### src/rtl/ntt_ctrl.sv
// Address/twiddle sequencer for a 256-point NTT/INTT on a single-cycle butterfly.
// Optional macro NTT_CTRL_PERF_EN adds a 16-bit busy-cycle counter output.
module ntt_ctrl #(
  parameter int PIPE_LAT = 3
) (
  input  logic       clk_i,
  input  logic       rst_i,
  input  logic       start_i,
  input  logic       sel_butterfly_i,
  input  logic       sel_red_i,
  input  logic       stall_i,
  output logic       rd_en_o,
  output logic [7:0] rd_addr_a_o,
  output logic [7:0] rd_addr_b_o,
  output logic [7:0] tw_idx_o,
  output logic       wr_en_o,
  output logic [7:0] wr_addr_a_o,
  output logic [7:0] wr_addr_b_o,
  output logic       bf_sel_butterfly_o,
  output logic       bf_sel_red_o,
  output logic [2:0] stage_o,
`ifdef NTT_CTRL_PERF_EN
  output logic [15:0] cycle_cnt_o,
`endif
  output logic       busy_o,
  output logic       done_o
);

  typedef enum logic [1:0] {IDLE, ISSUE, DRAIN, DONE} state_t;
  typedef struct packed {
    logic       en;
    logic [7:0] a;
    logic [7:0] b;
  } wb_t;

  localparam logic [3:0] DRAIN_END = 4'(PIPE_LAT - 1);

  state_t     state, nxt;
  logic [6:0] idx;
  logic [2:0] stage;
  logic [3:0] drain_cnt;
  logic       mode_bf, mode_red;
  logic [2:0] lg;
  logic [7:0] i8, mask, j, g, a, b, tw;
  logic [2:0] last_stage;
  wb_t        pipe [PIPE_LAT];

  assign last_stage = mode_red ? 3'd6 : 3'd7;

  // Butterfly span as log2(len): CT shrinks from 128, GS grows from 1 (Dilithium) or 2 (Kyber).
  always_comb begin
    lg = 3'd0;
    if (!mode_bf)      lg = 3'd7 - stage;
    else if (mode_red) lg = stage + 3'd1;
    else               lg = stage;
    i8   = {1'b0, idx};
    mask = (8'd1 << lg) - 8'd1;
    j    = i8 & mask;
    g    = i8 >> lg;
    a    = (g << ({1'b0, lg} + 4'd1)) | j;
    b    = a + (8'd1 << lg);
    if (!mode_bf)      tw = (8'd1 << stage) + g;
    else if (mode_red) tw = (8'h7f >> stage) - g;
    else               tw = (8'hff >> stage) - g;
  end

  always_comb begin
    nxt         = state;
    rd_en_o     = 1'b0;
    rd_addr_a_o = 8'd0;
    rd_addr_b_o = 8'd0;
    tw_idx_o    = 8'd0;
    busy_o      = (state != IDLE);
    done_o      = 1'b0;
    case (state)
      IDLE:  if (start_i) nxt = ISSUE;
      ISSUE: begin
        rd_en_o     = !stall_i;
        rd_addr_a_o = a;
        rd_addr_b_o = b;
        tw_idx_o    = tw;
        if (!stall_i && idx == 7'd127) nxt = DRAIN;
      end
      DRAIN: if (drain_cnt == DRAIN_END) nxt = (stage == last_stage) ? DONE : ISSUE;
      DONE: begin
        done_o = 1'b1;
        nxt    = IDLE;
      end
      default: nxt = IDLE;
    endcase
  end

  always_ff @(posedge clk_i) begin
    if (rst_i) begin
      state     <= IDLE;
      idx       <= 7'd0;
      stage     <= 3'd0;
      drain_cnt <= 4'd0;
      mode_bf   <= 1'b0;
      mode_red  <= 1'b0;
    end else begin
      state     <= nxt;
      drain_cnt <= (state == DRAIN) ? drain_cnt + 4'd1 : 4'd0;
      if (rd_en_o) idx <= idx + 7'd1;
      if (state == IDLE && start_i) begin
        mode_bf  <= sel_butterfly_i;
        mode_red <= sel_red_i;
        stage    <= 3'd0;
        idx      <= 7'd0;
      end
      if (state == DRAIN && nxt == ISSUE) stage <= stage + 3'd1;
      if (state == DONE) stage <= 3'd0;
    end
  end

  // Write-back delay line runs freely so in-flight pairs drain through stalls.
  always_ff @(posedge clk_i) begin
    if (rst_i) begin
      for (int k = 0; k < PIPE_LAT; k++) pipe[k] <= '0;
    end else begin
      pipe[0] <= '{en: rd_en_o, a: rd_addr_a_o, b: rd_addr_b_o};
      for (int k = 1; k < PIPE_LAT; k++) pipe[k] <= pipe[k-1];
    end
  end

  assign wr_en_o            = pipe[PIPE_LAT-1].en;
  assign wr_addr_a_o        = pipe[PIPE_LAT-1].a;
  assign wr_addr_b_o        = pipe[PIPE_LAT-1].b;
  assign bf_sel_butterfly_o = mode_bf;
  assign bf_sel_red_o       = mode_red;
  assign stage_o            = stage;

`ifdef NTT_CTRL_PERF_EN
  logic [15:0] cnt;
  always_ff @(posedge clk_i) begin
    if (rst_i)                        cnt <= 16'd0;
    else if (state == IDLE && start_i) cnt <= 16'd0;
    else if (busy_o)                  cnt <= cnt + 16'd1;
  end
  assign cycle_cnt_o = cnt;
`endif

endmodule
### config.mk
export PLATFORM = sky130hd
export DESIGN_NAME = ntt_ctrl
export DESIGN_NICKNAME = d
export VERILOG_FILES = /design/src/rtl/ntt_ctrl.sv
export SDC_FILE = /design/constraint.sdc
export NUM_CORES = 1
export LEC_CHECK = 0
export ABC_AREA = 0
export CORE_MARGIN = 4
export CORE_UTILIZATION = 56
export CTS_BUF_LIST = sky130_fd_sc_hd__clkbuf_16
export CTS_CLUSTER_SIZE = 25
export DETAILED_ROUTE_END_ITERATION = 8
export GPL_TIMING_DRIVEN = 0
export MAX_ROUTING_LAYER = met4
export PLACE_DENSITY = 0.87
export SLEW_MARGIN = 20
export SYNTH_ARGS = -nofsm -noshare
export SYNTH_HDL_FRONTEND = slang
export SYNTH_SLANG_ARGS = --single-unit
### constraint.sdc
create_clock -name clk_i -period 6.3 [get_ports clk_i]
set_input_delay 0.945 -clock clk_i [delete_from_list [all_inputs] [get_ports clk_i]]
set_output_delay 0.945 -clock clk_i [all_outputs]
set_load 0.02 [all_outputs]
# Word level (Yosys, flattened, before mapping)
# Memory sizes are Yosys's and may differ from the RTL's.
# Index checks and enable logic that the tools add are counted.
# classes
mul	0
n_reduce_logical	10
shifts	6
bitwise	6
mux	23
magnitude_cmp	0
div	0
eq_ne	7
addsub	10
# ops
cell	n
$mux W17	3
$mux W8	5
$add A8 B8 Y8	2
$shl A1 B3 Y8 const A	2
$sub A8 B8 Y8	2
$mux W3	4
$and A7 B8 Y8	1
$mux W2	4
$or A8 B8 Y8	1
$pmux W2 S4	1
$shl A8 B4 Y8	1
$shr A7 B3 Y8	1
$shr A7 B3 Y8 const A	1
$shr A8 B3 Y8 const A	1
$sub A8 B1 Y8 const B	1
$add A7 B1 Y7 const B	1
$eq A7 B7 Y1 const B	1
$mux W1	6
$reduce_or A2 Y1	3
$add A3 B1 Y4 const B	1
$add A4 B1 Y4 const B	1
$eq A2 B1 Y1 const B	2
$eq A2 B2 Y1 const B	2
$eq A4 B2 Y1 const B	1
other kinds (9)	14
# totals
inputBits	6
word_cells	69
ram_bits	51
mem_count	1
romBits	0
latchBits	0
register_bits	18
out_inout_bits	49
# memory_table
memory	depth	width	read_ports	rd_clocked_by_memory_dff	write_ports	line	source
pipe	3	17	3	0	3	46	wb_t pipe [PIPE_LAT];

# Logic depth before layout (Yosys ltp)
# Gate-level depths: netlist (run 1).
# logic_depth
ltp_word	10
mapped_depth	21
depth_no_buf	19

# Least setup slack after synthesis (run 1)
# No wires, ideal clock.
# synth_path
path_kind	flip-flop to output port
start	register stage[0] (netlist: stage_o[0])
end	output rd_addr_b_o[7]
t_required_ps	5355
path_stages_with_launch	21
path_slack_ps	933
t_arrival_ps	4422
n_path_buf	2
cell_sequence	dfxtp_1 -> clkbuf_1 -> inv_1 -> ha_1 -> mux2i_2 -> a2bb2oi_1 -> inv_1 -> ha_1 -> clkbuf_1 -> inv_1 -> a31oi_1 -> o21ai_1 -> a31oi_1 -> inv_1 -> ha_1 -> a21oi_1 -> o21ai_0 -> o2bb2ai_1 -> a211oi_1 -> xor2_1 -> nor2_1
# synth_between
elab_chain_len	9
word_cells_on_any_way	13
classes_between	5 x add/sub; 3 x shift; 3 x mux; 2 x bitwise
# synth_rtl
item	line	source
start: declaration	40	logic [2:0] stage;
start signal: assignment	111	if (state == DRAIN && nxt == ISSUE) stage <= stage + 3'd1;
$add A3 B1 Y3	54	else if (mode_red) lg = stage + 3'd1;
$mux W3	54	
$mux W3 (*)	53	if (!mode_bf) lg = 3'd7 - stage;
$shl A1 B3 Y8	57, 61	
$sub A8 B1 Y8	57	mask = (8'd1 << lg) - 8'd1;
$and A7 B8 Y8	58	j = i8 & mask;
$or A8 B8 Y8	60	a = (g << ({1'b0, lg} + 4'd1)) | j;
$add A8 B8 Y8 (*)	61	b = a + (8'd1 << lg);
$mux W8 (*)	75	case (state)
end: declaration	14	output logic [7:0] rd_addr_b_o,
# Mark *: on every way between the ends. The rest lies on a longest branch, timed or not.

# Final worst setup path (run 1)
# layout_path
start	register stage[1] (netlist: stage_o[1])
end	output rd_addr_b_o[6]
# The elaborated chain is that of the path after synthesis.

==> flow_metrics.py, run 1 <==
metrics = {
    "synthesis": {
        "synth_top_area_frac": 0.3207,
        "syn-num-nets": 566,
        "synth-async-reset-ratio": 0,
        "netlist_area_mm2": 0.004308,
        "synth.top_cells.by_area": "dfxtp_1 32%, ha_1 9.9%, nor2b_1 6.5%",
        "synth_enable_flop_cells": 0,
        "ys_seq_area_frac": 0.3207,
        "synth_warnings": 0,
        "synth_area_per_cell_um2": 8.221,
        "yosys.area.top_type": "dfxtp_1",
        "synth_cells": 524,
        "synth-seq-cells": 69,
        "synthFlopType": "dfxtp_1",
        "synth_cell_type_count": 60,
    },
    "timing": {
        "final-setup-viol-count": 0,
        "setup_ws_ns": 0.3010,
        "hold_viol": 0,
        "post-route-min-period_ns": 5.999,
        "period_share": 0.9522,
        "fin_skew_ns": 0.007486,
        "tightest_slew_ns": 0.6586,
        "maxSlewHeadroom": 0.5609,
        "worst_hold_slack_ns": 0.4348,
        "rsz0062_at_grt": "false",
        "slew_violations": 0,
        "fmax_mhz": 166.7,
    },
    "placed_design": {
        "gp_congestion": 0.9449,
        "dp_hpwl_um": 8286,
        "place_ws_ns": -0.2723,
        "io_buffers": 54,
        "placed_area_mm2": 0.004972,
        "dp_cells": 677,
    },
    "route": {
        "post_drt_wl_per_cell_um": 16.40,
        "ant_nets": 0,
        "drtIter0Drc": 229,
        "drc": 0,
        "routed_wl_um": 11330,
        "vias": 3886,
        "firstDrtPassIters": 5,
        "viasPerCell": 5.624,
    },
    "setup_path": {
        "ff2ff_path_depth": 17,
        "path_class": "flip-flop to output port",
        "crit_arrival_ns": 5.05,
        "required_ns": 5.35,
        "critPathCaptureType": "output port",
        "r2r_start": "stage_o[1]$_SDFFE_PP0P_",
        "reg2reg_to": "pipe[0][7]$_SDFF_PP0_",
        "critPathMaxFanout": 9,
        "r2r_slack_ns": 1.77,
        "worst_setup_path_start_kind": "flip-flop",
    },
    "layout": {
        "fin_nets": 629,
        "n_antenna_cell": 0,
        "final_cells": 691,
        "drive_gt1_frac": 0.1098,
        "final_common_cell": "dfxtp_1",
        "fin_area_mm2": 0.005376,
        "final_cell_mix": "69 x dfxtp_1, 62 x nor2_1, 52 x clkdlybuf4s50_1",
        "areaGrowthSynthToFinish_pct": 24.80,
    },
    "clock_network": {
        "clkTransAtPathRegs_ns": 0.06,
        "cts_resized": 9,
        "hold_buffers": 0,
        "root_buffer": "clkbuf_16",
        "cts_tree": "yes",
        "post_cts_buffers": 0,
        "clkLatencyLatePin_ns": 0.33,
        "clockBufferDepth": 2,
        "htreeDepth": 3,
        "clock-sinks": 69,
        "cts_buffers": 9,
    },
    "power_and_ir_drop": {
        "vdd_drop_max_mv": 0.1666,
        "totalPowerFinal_mw": 1.126,
        "power_density_mw_per_mm2": 209.4,
        "p_leak_nw": 2.264,
    },
    "global_routing": {
        "top_usage_layer": "met2",
        "overflow": 0,
        "grt_util_met2": 0.3937,
        "grt_max_degree": 15,
        "track_usage": 0.2552,
        "met1_usage": 0.3304,
        "antenna_found_initial": 0,
        "grt_pass1_wl_um": 17760,
        "grtUsageMet3": 0.07349,
        "grt_pass1_vias": 3658,
    },
    "floorplanning": {
        "coreArea_mm2": 0.007370,
        "ios": 55,
        "rows": 31,
        "initial_core_util": 0.5846,
        "dieArea_mm2": 0.009159,
        "die_h_um": 95.71,
        "die_x_um": 95.71,
    },
    "job": {
        "cap_violations": 0,
    },
    "outcome": {
        "status": "finished clean",
    },
    "min_path": {
        "hold_end": "pipe[0][24]$_SDFF_PP0_",
        "hold_depth": 1,
        "hold_start": "pipe[0][7]$_SDFF_PP0_",
        "min-delay-path-class": "flip-flop to flip-flop",
    },
}
## worst max path at each step
stage / start / cells after the start / end
6_report: stage_o[1]$_SDFFE_PP0P_ / 17 / rd_addr_b_o[6]
3_5_place_dp: stage_o[0]$_SDFFE_PP0P_ / 21 / rd_addr_b_o[7]
3_3_place_gp: stage_o[0]$_SDFFE_PP0P_ / 21 / rd_addr_b_o[7]
5_1_grt: stage_o[1]$_SDFFE_PP0P_ / 17 / rd_addr_b_o[6]
4_1_cts: stage_o[0]$_SDFFE_PP0P_ / 18 / rd_addr_b_o[7]
2_1_floorplan: stage_o[0]$_SDFFE_PP0P_ / 20 / rd_addr_b_o[7]
## through the flow
stage	setup TNS [ns]	util
final	0	0.7295
after global routing	0	0.7295
after CTS	0	0.7256
after detailed placement	-0.2723	0.6747
after global placement	-0.3360	0.6747
after floorplan	0	-
## synthesized netlist by cell type (all sizes together) (14+ instances only)
cell type and instances:
nor2 63, nor2b 45, ha 34, dfxtp 69, xor2 14, o21ai 19
nand2 33, inv 29, and2 14, buf 23, clkbuf 21, a21oi 30
## where the power goes
group | switching [mW] | internal [mW]
Combinational | 0.0738 | 0.0423
Sequential | 0.00308 | 0.440
Clock | 0.213 | 0.354
Total | 0.290 | 0.836
## cell type report
cell class / instances / area [um2]
Tap cell: 99 / 123.9
Clock buffer: 9 / 225.2
Inverter: 29 / 108.9
Clock inverter: 7 / 105.1
Timing Repair Buffer: 54 / 545.5
Sequential cell: 69 / 1381
Fill cell: 558 / 1993
Multi-Input combinational cell: 382 / 2654
Buffer: 42 / 232.7
## flip-flops by register name, indices dropped and copies added, names as in the netlist
signal              count
state                   2
idx                     7
bf_sel_red_o            1
bf_sel_butterfly_o      1
drain_cnt               4
pipe                   51
stage_o                 3
## kinds of logic (layout without fill, tap and decap cells)
family                     Yosys count  count (layout)  share of synthesized area
muxes                               18              18                    0.05025
and+or+nand+nor                    202             202                     0.2329
buffers and inverters               73             141                    0.07958
xor gates and xnor gates            26              26                    0.05286
adders and majority gates           36              36                     0.1080
AOI/OAI and AO/OA                  100             100                     0.1557
DFF                                 69              69                     0.3206
## routing by layer
| layer | vias up | share of wire |
|---|---|---|
| li1 | 1884 | - |
| met1 | 1832 | 0.45 |
| met2 | 154 | 0.46 |
| met3 | 16 | 0.078 |
| met4 | 0 | 0.014 |
| met5 | - | 0 |
## critical path, cell delays in order (launching register included)
cell	delay, ns
dfxtp_1	0.43
clkbuf_2	0.25
inv_1	0.16
ha_1	0.37
mux2i_4	0.26
a2bb2oi_2	0.25
inv_1	0.13
ha_4	0.35
nand2_1	0.13
o31ai_1	0.51
ha_1	0.38
a21o_1	0.20
a21oi_1	0.22
o21bai_1	0.09
a21oi_1	0.17
xor2_1	0.08
nor2_1	0.13
clkdlybuf4s50_1	0.63
Power figures use the tool's default switching activity.
==> inputs of run 2 (changes only) <==
- ABC_AREA: 0 -> 1
- PLACE_DENSITY: 0.87 -> 0.86
==> flow_metrics.py, run 2 <==
metrics = {
    "outcome": {
        "status": "finished clean",
    },
    "global_routing": {
        "antenna_found_initial": 0,
        "overflow": 0,
        "track_usage": 0.2469,
        "grt_pass1_wl_um": 17160,
        "grt_pass1_vias": 3922,
        "grt_max_degree": 14,
    },
    "power_and_ir_drop": {
        "p_leak_nw": 2.491,
        "totalPowerFinal_mw": 1.318,
        "vdd_drop_max_mv": 0.1485,
        "power_density_mw_per_mm2": 245.9,
    },
    "timing": {
        "fmax_mhz": 172.4,
        "final-setup-viol-count": 0,
        "period_share": 0.9207,
        "fin_skew_ns": 0.004649,
        "post-route-min-period_ns": 5.800,
        "rsz0062_at_grt": "false",
        "maxSlewHeadroom": 0.5543,
        "tightest_slew_ns": 0.6686,
        "slew_violations": 0,
        "hold_viol": 0,
        "fin_setup_tns_ns": 0,
    },
    "clock_network": {
        "root_buffer": "clkbuf_16",
        "cts_buffers": 9,
        "clkLatencyLatePin_ns": 0.33,
        "htreeDepth": 3,
        "clkTransAtPathRegs_ns": 0.06,
        "clockBufferDepth": 2,
        "hold_buffers": 0,
        "clock-sinks": 69,
        "post_cts_buffers": 0,
        "cts_tree": "yes",
        "cts_resized": 0,
    },
    "setup_path": {
        "ff2ff_path_depth": 19,
        "startpoint": "stage_o[0]$_SDFFE_PP0P_",
        "path_class": "flip-flop to output port",
        "crit_path_end": "rd_addr_b_o[6]",
        "critPathMaxFanout": 10,
        "worst_setup_path_start_kind": "flip-flop",
        "r2r_slack_ns": 2.32,
        "crit_arrival_ns": 4.86,
        "reg2reg_to": "pipe[0][6]$_SDFF_PP0_",
        "r2r_start": "stage_o[0]$_SDFFE_PP0P_",
        "critPathCaptureType": "output port",
        "required_ns": 5.35,
    },
    "layout": {
        "largestRegisters": "pipe (51), idx (7), drain_cnt (4)",
        "n_antenna_cell": 0,
        "largest_reg_flops": 51,
        "drive_gt1_frac": 0.1254,
        "areaGrowthSynthToFinish_pct": 22.03,
        "largest_register": "pipe",
        "fin_nets": 739,
        "final_cell_mix": "110 x inv_1, 107 x nand2_1, 91 x nor2_1",
        "final_common_cell": "inv_1",
    },
    "min_path": {
        "hold_depth": 2,
        "min-delay-path-class": "flip-flop to flip-flop",
    },
    "route": {
        "routed_wl_um": 10680,
        "ant_nets": 0,
        "firstDrtPassIters": 5,
        "viasPerCell": 5.107,
        "vias": 4106,
        "drc": 0,
        "drtIter0Drc": 236,
        "post_drt_wl_per_cell_um": 13.28,
    },
    "floorplanning": {
        "ios": 55,
        "rows": 32,
        "dieArea_mm2": 0.009321,
        "die_x_um": 96.55,
        "coreArea_mm2": 0.007687,
        "initial_core_util": 0.5711,
        "die_h_um": 96.55,
    },
    "synthesis": {
        "synth_top_area_frac": 0.3146,
        "synth_cell_type_count": 40,
        "synth.top_cells.by_area": "dfxtp_1 31%, ha_1 9.7%, inv_1 9.4%",
        "synth_warnings": 0,
        "yosys.area.top_type": "dfxtp_1",
        "synth-seq-cells": 69,
        "synth_cells": 632,
        "syn-num-nets": 674,
        "ys_seq_area_frac": 0.3146,
        "synth_commonest_cells": "110 x inv_1, 107 x nand2_1, 91 x nor2_1",
        "yosysMostFrequentCell": "inv_1",
        "synth_enable_flop_cells": 0,
        "synth_area_per_cell_um2": 6.947,
        "netlist_area_mm2": 0.004390,
        "synth-async-reset-ratio": 0,
        "synthFlopType": "dfxtp_1",
    },
    "job": {
        "cap_violations": 0,
    },
    "placed_design": {
        "gp_congestion": 0.9610,
        "io_buffers": 54,
        "dp_hpwl_um": 8337,
    },
}
-- run 2: cell types whose count changed in the layout (fill, tap and decap cells not counted), sizes merged, moves of 8 or more --
cell | before | now
and2 | 14 | 3
clkbuf | 28 | 19
inv | 33 | 118
mux2i | 13 | 0
nand2 | 33 | 121
nand2b | 8 | 0
nand3 | 11 | 44
nor2 | 63 | 98
nor2b | 45 | 0
nor3 | 10 | 19
o21ai | 19 | 31
xnor2 | 12 | 1
xor2 | 14 | 4
-- run 2: area by class of cell --
type,count,area [um2]
fillers,637,2330
clock buffers,9,225.2
clock inverters,7,73.82
multi-input cells,411,2323
flip-flops and latches,69,1381
well taps,102,127.6
inverters,117,444.2
repair buffers,54,540.5
plain buffers,35,241.5
-- run 2: routing by layer --
layer	GRT usage	share of wire	wire length (um)
met3	0.04725	0.059	625
met5	-	0	0
met1	0.2763	0.42	4511
met4	0.08061	0.021	220
met2	0.4414	0.50	5318
-- run 2: cell families (layout without fill, tap and decap cells) --
family | count (synthesis) | in the layout | synth area share
and+or+nand+nor | 295 | 295 | 0.3103
DFF | 69 | 69 | 0.3146
xor gates and xnor gates | 5 | 5 | 0.009974
buffers and inverters | 152 | 222 | 0.1562
AOI/OAI and AO/OA | 75 | 75 | 0.1029
adders and majority gates | 36 | 36 | 0.1060
-- run 2: critical path: stages (launching register included) --
cell and delay (ns):
dfxtp_1 0.50, inv_2 0.11, ha_1 0.34, inv_1 0.06, nand2_2 0.09, nand2_4 0.10, buf_4 0.19, nor2_1 0.26
ha_1 0.17, clkbuf_1 0.31, inv_1 0.17, o22ai_1 0.23, ha_1 0.22, ha_1 0.17, nand2_1 0.07, nand2_1 0.08
o21ai_0 0.16, o31ai_1 0.28, nor2_1 0.09, nor3_1 0.25, clkdlybuf4s50_1 0.65
-- run 2: how the worst min path moves through the flow --
stage | slack [ns] | from | endpoint
floorplan | 0.39 | pipe[0][0]$_SDFF_PP0_ | pipe[0][17]$_SDFF_PP0_
global placement | 0.39 | pipe[0][14]$_SDFF_PP0_ | pipe[0][31]$_SDFF_PP0_
detailed placement | 0.39 | pipe[0][31]$_SDFF_PP0_ | pipe[0][48]$_SDFF_PP0_
CTS | 0.40 | pipe[0][9]$_SDFF_PP0_ | pipe[0][26]$_SDFF_PP0_
global route | 0.42 | pipe[0][15]$_SDFF_PP0_ | pipe[0][32]$_SDFF_PP0_
finish | 0.40 | pipe[0][2]$_SDFF_PP0_ | pipe[0][19]$_SDFF_PP0_
-- run 2: power by group --
part           switching, mW  internal [mW]
combinational          0.228          0.126
clock                  0.198          0.307
sequential           0.00733          0.451
total                  0.434          0.884
-- run 2: through the flow --
stage            util  setup slack [ns]  hold WS (ns)  std cells  area [um2]
2_1_floorplan       -             1.690        0.3883        632        4390
3_3_place_gp   0.6580             1.015        0.3884        788        5059
3_5_place_dp   0.6580            0.9273        0.3931        788        5059
4_1_cts        0.6969            0.5187        0.4030        804        5358
5_1_grt        0.6969           0.08950        0.4173        804        5358
6_report       0.6969            0.4996        0.4029        804        5358
